<file path="src/rtl/axi_lite_imem_slave_pkg.sv">
// Shared types and defaults for the AXI4-Lite instruction-memory read responder.
// Latency: n/a (declarations only).
// Backpressure: n/a.
package axi_lite_imem_slave_pkg;

  // AXI read response codes.
  typedef enum logic [1:0] {
    AXI_RESP_OKAY   = 2'b00,
    AXI_RESP_EXOKAY = 2'b01,
    AXI_RESP_SLVERR = 2'b10,
    AXI_RESP_DECERR = 2'b11
  } axi_resp_e;

  // Responder state encoding.
  typedef enum logic [1:0] {
    IMEM_S_IDLE = 2'd0,
    IMEM_S_WAIT = 2'd1,
    IMEM_S_RESP = 2'd2
  } imem_state_e;

  // Default decodable window: 128 MiB starting at 0x8000_0000.
  localparam logic [31:0] IMEM_DEF_MEM_BASE = 32'h8000_0000;
  localparam logic [31:0] IMEM_DEF_MEM_SIZE = 32'h0800_0000;

  // Only OKAY requests touch the backing store.
  function automatic logic resp_is_okay(input axi_resp_e r);
    return (r == AXI_RESP_OKAY);
  endfunction

endpackage

</file>
<file path="src/rtl/axi_lite_imem_slave.sv">
// AXI4-Lite read responder serving instruction fetches from a backing store.
// Latency: AR handshake at edge E -> rvalid after edge E+LATENCY; one request in flight.
// Backpressure: arready low outside IDLE; R beat held stable until rready.
//
// Ports:
//   clk, rst          clock, asynchronous active-low reset
//   araddr/arvalid/arready   AR channel (slave side)
//   rdata/rresp/rvalid/rready R channel (slave side)
//   mem_r_en/mem_addr/mem_r_data  backing-store read port (data combinational)
module axi_lite_imem_slave
  import axi_lite_imem_slave_pkg::*;
#(
  parameter int unsigned       ADDR_W   = 32,
  parameter int unsigned       DATA_W   = 32,
  parameter int unsigned       LATENCY  = 1,
  parameter logic [ADDR_W-1:0] MEM_BASE = IMEM_DEF_MEM_BASE,
  parameter logic [ADDR_W-1:0] MEM_SIZE = IMEM_DEF_MEM_SIZE
) (
  input  logic              clk,
  input  logic              rst,
  input  logic [ADDR_W-1:0] araddr,
  input  logic              arvalid,
  output logic              arready,
  output logic [DATA_W-1:0] rdata,
  output logic [1:0]        rresp,
  output logic              rvalid,
  input  logic              rready,
  output logic              mem_r_en,
  output logic [ADDR_W-1:0] mem_addr,
  input  logic [DATA_W-1:0] mem_r_data
);

  // Window bounds carried one bit wider so BASE+SIZE at the top of the
  // address space does not wrap to a small value.
  localparam logic [ADDR_W:0] WIN_LO = {1'b0, MEM_BASE};
  localparam logic [ADDR_W:0] WIN_HI = {1'b0, MEM_BASE} + {1'b0, MEM_SIZE};
  localparam logic [7:0]      CNT_LOAD = 8'(LATENCY - 1);

  imem_state_e       state_q,   state_d;
  logic [7:0]        cnt_q,     cnt_d;
  logic [ADDR_W-1:0] addr_q,    addr_d;
  axi_resp_e         class_q,   class_d;
  logic [DATA_W-1:0] rdata_q,   rdata_d;
  axi_resp_e         rresp_q,   rresp_d;
  logic              rvalid_q,  rvalid_d;
  logic              arready_q, arready_d;

  axi_resp_e         ar_class;
  logic [ADDR_W:0]   araddr_x;

  // Error class of the address currently on the AR channel.
  always_comb begin
    araddr_x = {1'b0, araddr};
    ar_class = AXI_RESP_OKAY;
    if (araddr[1:0] != 2'b00) begin
      ar_class = AXI_RESP_SLVERR;
    end else if ((araddr_x < WIN_LO) || (araddr_x >= WIN_HI)) begin
      ar_class = AXI_RESP_DECERR;
    end
  end

  always_comb begin
    state_d  = state_q;
    cnt_d    = cnt_q;
    addr_d   = addr_q;
    class_d  = class_q;
    rdata_d  = rdata_q;
    rresp_d  = rresp_q;
    rvalid_d = rvalid_q;
    mem_r_en = 1'b0;

    case (state_q)
      IMEM_S_IDLE: begin
        if (arvalid && arready_q) begin
          addr_d  = araddr;
          class_d = ar_class;
          cnt_d   = CNT_LOAD;
          state_d = IMEM_S_WAIT;
        end
      end

      IMEM_S_WAIT: begin
        if (cnt_q != 8'd0) begin
          cnt_d = cnt_q - 8'd1;
        end else begin
          // Error requests run the full latency but never strobe the store.
          mem_r_en = resp_is_okay(class_q);
          rdata_d  = resp_is_okay(class_q) ? mem_r_data : '0;
          rresp_d  = class_q;
          rvalid_d = 1'b1;
          state_d  = IMEM_S_RESP;
        end
      end

      IMEM_S_RESP: begin
        if (rready) begin
          rvalid_d = 1'b0;
          state_d  = IMEM_S_IDLE;
        end
      end

      default: begin
        state_d = IMEM_S_IDLE;
      end
    endcase

    // Registered so arready stays low through reset and rises on the first
    // edge after release, and again on the edge that completes the R beat.
    arready_d = (state_d == IMEM_S_IDLE);
  end

  always_ff @(posedge clk or negedge rst) begin
    if (!rst) begin
      state_q   <= IMEM_S_IDLE;
      cnt_q     <= 8'd0;
      addr_q    <= '0;
      class_q   <= AXI_RESP_OKAY;
      rdata_q   <= '0;
      rresp_q   <= AXI_RESP_OKAY;
      rvalid_q  <= 1'b0;
      arready_q <= 1'b0;
    end else begin
      state_q   <= state_d;
      cnt_q     <= cnt_d;
      addr_q    <= addr_d;
      class_q   <= class_d;
      rdata_q   <= rdata_d;
      rresp_q   <= rresp_d;
      rvalid_q  <= rvalid_d;
      arready_q <= arready_d;
    end
  end

  assign arready  = arready_q;
  assign rdata    = rdata_q;
  assign rresp    = rresp_q;
  assign rvalid   = rvalid_q;
  assign mem_addr = addr_q;

endmodule

</file>
<file path="config.mk">
export PLATFORM = sky130hd
export DESIGN_NAME = axi_lite_imem_slave
export DESIGN_NICKNAME = d
export VERILOG_FILES = /design/src/rtl/axi_lite_imem_slave_pkg.sv /design/src/rtl/axi_lite_imem_slave.sv
export SDC_FILE = /design/constraint.sdc
export NUM_CORES = 1
export LEC_CHECK = 0
export CORE_MARGIN = 1
export CORE_UTILIZATION = 43
export DETAILED_ROUTE_END_ITERATION = 7
export PLACE_DENSITY = 0.79
export SLEW_MARGIN = 20
export SYNTH_ARGS = -nofsm -noshare
export SYNTH_HDL_FRONTEND = slang
export SYNTH_SLANG_ARGS = --single-unit
</file>
<file path="constraint.sdc">
create_clock -name clk -period 2.9 [get_ports clk]
set_input_delay 0.725 -clock clk [delete_from_list [all_inputs] [get_ports clk]]
set_output_delay 0.725 -clock clk [all_outputs]
set_load 0.02 [all_outputs]
</file>
==> metrics <==
ys async rst share=1.00; Util after Layout=0.678; Max Slew Vio Count=0; minimum clock period=about 2.9 ns; dpl cells=587; synthesis-to-finish area growth=52.5%; switching power=0.00199 W; sequential share of power=0.349; CP required=~2.2 ns; CTS Buffer Depth=2; first-pass GRT wire length=13,700 um; Post-Place Setup Slack=-0.0910 ns; cells after synthesis=350; Pleak=roughly 2.5 nW; CTS Root Cell=clkbuf_8; Buffers on Ports=136; htree depth=3; vias in the first global route=2,889; Max-slew headroom=0.392; Row Count=32; wire length per cell=13.6 um; critical path class=reg2out; maximum vdd drop=511 uV; reg2reg start=cnt_q[1]; clock-pin transition on the worst setup and hold timing paths=approximately 0.080 ns; Avg Cell Area, Syn=9.81 um2; post-route antenna net violation count=0; # fillers=~630; Final GP Congestion=0.904; EDFF count, synth=0; YS warnings=0; drt via density=4.78; die area=0.00835 mm2; final worst setup slack=0.0243 ns; drt pass-1 iters=4; drt total wl=slightly above 8000 um; GRT Total Usage=0.208; Final period util=0.992; R2R Path End=rresp[0]; Clock power frac=0.173; Ports=137; core area=around 0.0077 mm2; Internal=0.00337 W; Net Sw Frac=0.371; Finished Layout Cells=606; vias=around 2,900; MaxCap Viol Count=0; worst-margin pin slew=0.911 ns; critical path fanouts, max=3; Yosys reg bits=80; area of the mapped netlist=0.00343 mm2; Worst Skew=0.0105 ns; post-synth top area share=0.583; Seq/Total Area, Yosys=0.583; CTS tree=yes; Hold Fails Final Rpt=0; Post-synth top flop=dfrtp_1; number of antenna violations at the first check in global routing=0; grt ovf=0; PD cells=1020 mW/mm2; largest net degree at the start of global routing=42; Synth area leader=dfrtp_1; Final #Nets=569; die height=91.4 um; Yosys cell types=32; Detailed Place HPWL=5930 um; hold crit path type=in2async; Synthesized Nets=420; status=finished clean; layout cell share with drive strength beyond 1=0.0853; Max Fclk=0.348 GHz; Worst Reg-to-Reg Cells=7; clk sink count=80; Post-CTS Hold Fix Bufs=0; Worst setup EP type=output port; TritonCTS Buffers=9; crit path DAT=2.15 ns; RSZ-0062 raised after global routing=yes; initial core utilization=0.444; antenna diode count=0; final setup fails=0; Die Span X=91.4 um; top cells by area, synth=dfrtp_1, nand2_1, mux2i_1, inv_1, buf_6; Clk Latency, worst-skew pair=around 0.34 ns; count leader, synth=nand2_1; Critical Path Start Type=flip-flop; Fin Hold WS=0.366 ns; DRC viols=0; commonest cells in the netlist=nand2_1, dfrtp_1, mux2i_1; Comb power frac=0.479; Setup TNS=0 ns; first-iteration detailed-routing DRC count=~110; R2R Setup Slk=0.48 ns
==> cell usage in the layout (no fill, tap or decap), drive strengths merged, types with 2 or more instances in the layout <==
cell type / instances
nand2: 137
clkdlybuf4s50: 134
dfrtp: 80
mux2i: 36
inv: 35
buf: 20
clkbuf: 12
o21ai: 6
nor2: 4
nand2b: 3
nor4: 3
a21oi: 3
or4: 3
or3: 2
nor3b: 2
mux2: 2
o211ai: 2
o311ai: 2
bufinv: 2
or3b: 2
ha: 2
==> worst max-delay path, cell delays in order (launching register included) <==
cell and delay (ns):
dfrtp_1 0.39, inv_2 0.09, ha_4 0.14, or3b_4 0.37, or4_4 0.49, nor3_2 0.17, buf_4 0.17
==> power groups by stage <==
stage          logic, W  clock network (W)  registers, W
6_report        0.00257           0.000926       0.00187
4_1_cts         0.00255           0.000948       0.00187
3_3_place_gp    0.00247                  0       0.00186
2_1_floorplan  0.000786                  0       0.00237
5_1_grt         0.00279           0.000993       0.00193
3_5_place_dp    0.00254                  0       0.00188
==> cells by family (layout without fill, tap and decap cells) <==
| kind of cell | Yosys count | count (layout) | synth area share |
|---|---|---|---|
| buf+inv | 51 | 205 | 0.0645 |
| flops | 80 | 80 | 0.583 |
| fa+ha+maj | 2 | 2 | 0.00728 |
| mux | 38 | 38 | 0.111 |
| compound gates | 16 | 16 | 0.0299 |
| simple gates | 163 | 163 | 0.204 |
==> metal layers <==
layer,vias to the layer above,global-route usage,share of wire
met5,-,0,0
met4,0,0.0635,0.0097
met3,10,0.0670,0.097
met2,125,0.323,0.46
met1,1356,0.278,0.44
li1,1406,-,-
==> sequential cells by signal (all words and copies together), names as in the netlist <==
signal,cells
state_q,2
mem_addr,32
class_q,2
rdata,32
arready,1
rvalid,1
rresp,2
cnt_q,8
==> per-stage QoR <==
stage	instance area, um2	power [W]
floorplan	3430	0.00315
global placement	4970	0.00433
detailed placement	4970	0.00443
CTS	5200	0.00537
global route	5240	0.00571
finish	5240	0.00536
==> area by class of cell <==
cell class / count / area [um2] / area share
sequential: 80 / 2000 / 0.382
timing repair buffer: 154 / 1500 / 0.287
multi-input combinational: 219 / 1240 / 0.237
clock buffer: 12 / 155 / 0.0296
inverter: 35 / 131 / 0.0251
tap: 102 / 128 / 0.0244
clock inverter: 4 / 76.3 / 0.0146
==> worst max path at each step <==
stage | slack (ns) | from | cells past startpoint | end
after global routing | -0.02 | cnt_q[1] | 6 | mem_r_en
after global placement | -0.07 | cnt_q[0] | 6 | mem_r_en
final | 0.02 | cnt_q[1] | 6 | mem_r_en
after CTS | 0.007 | cnt_q[1] | 6 | mem_r_en
after floorplan | 0.06 | cnt_q[0] | 7 | mem_r_en
after detailed placement | -0.09 | cnt_q[1] | 6 | mem_r_en
==> repair_timing <==
action / 4_1_cts / 5_1_grt
buffers inserted: 0 / 3
resized for setup: 5 / 4
pin swaps: 0 / 3
endpoints found under the setup margin: 1 / 1
No activity file was read; power rests on OpenSTA's default activity.
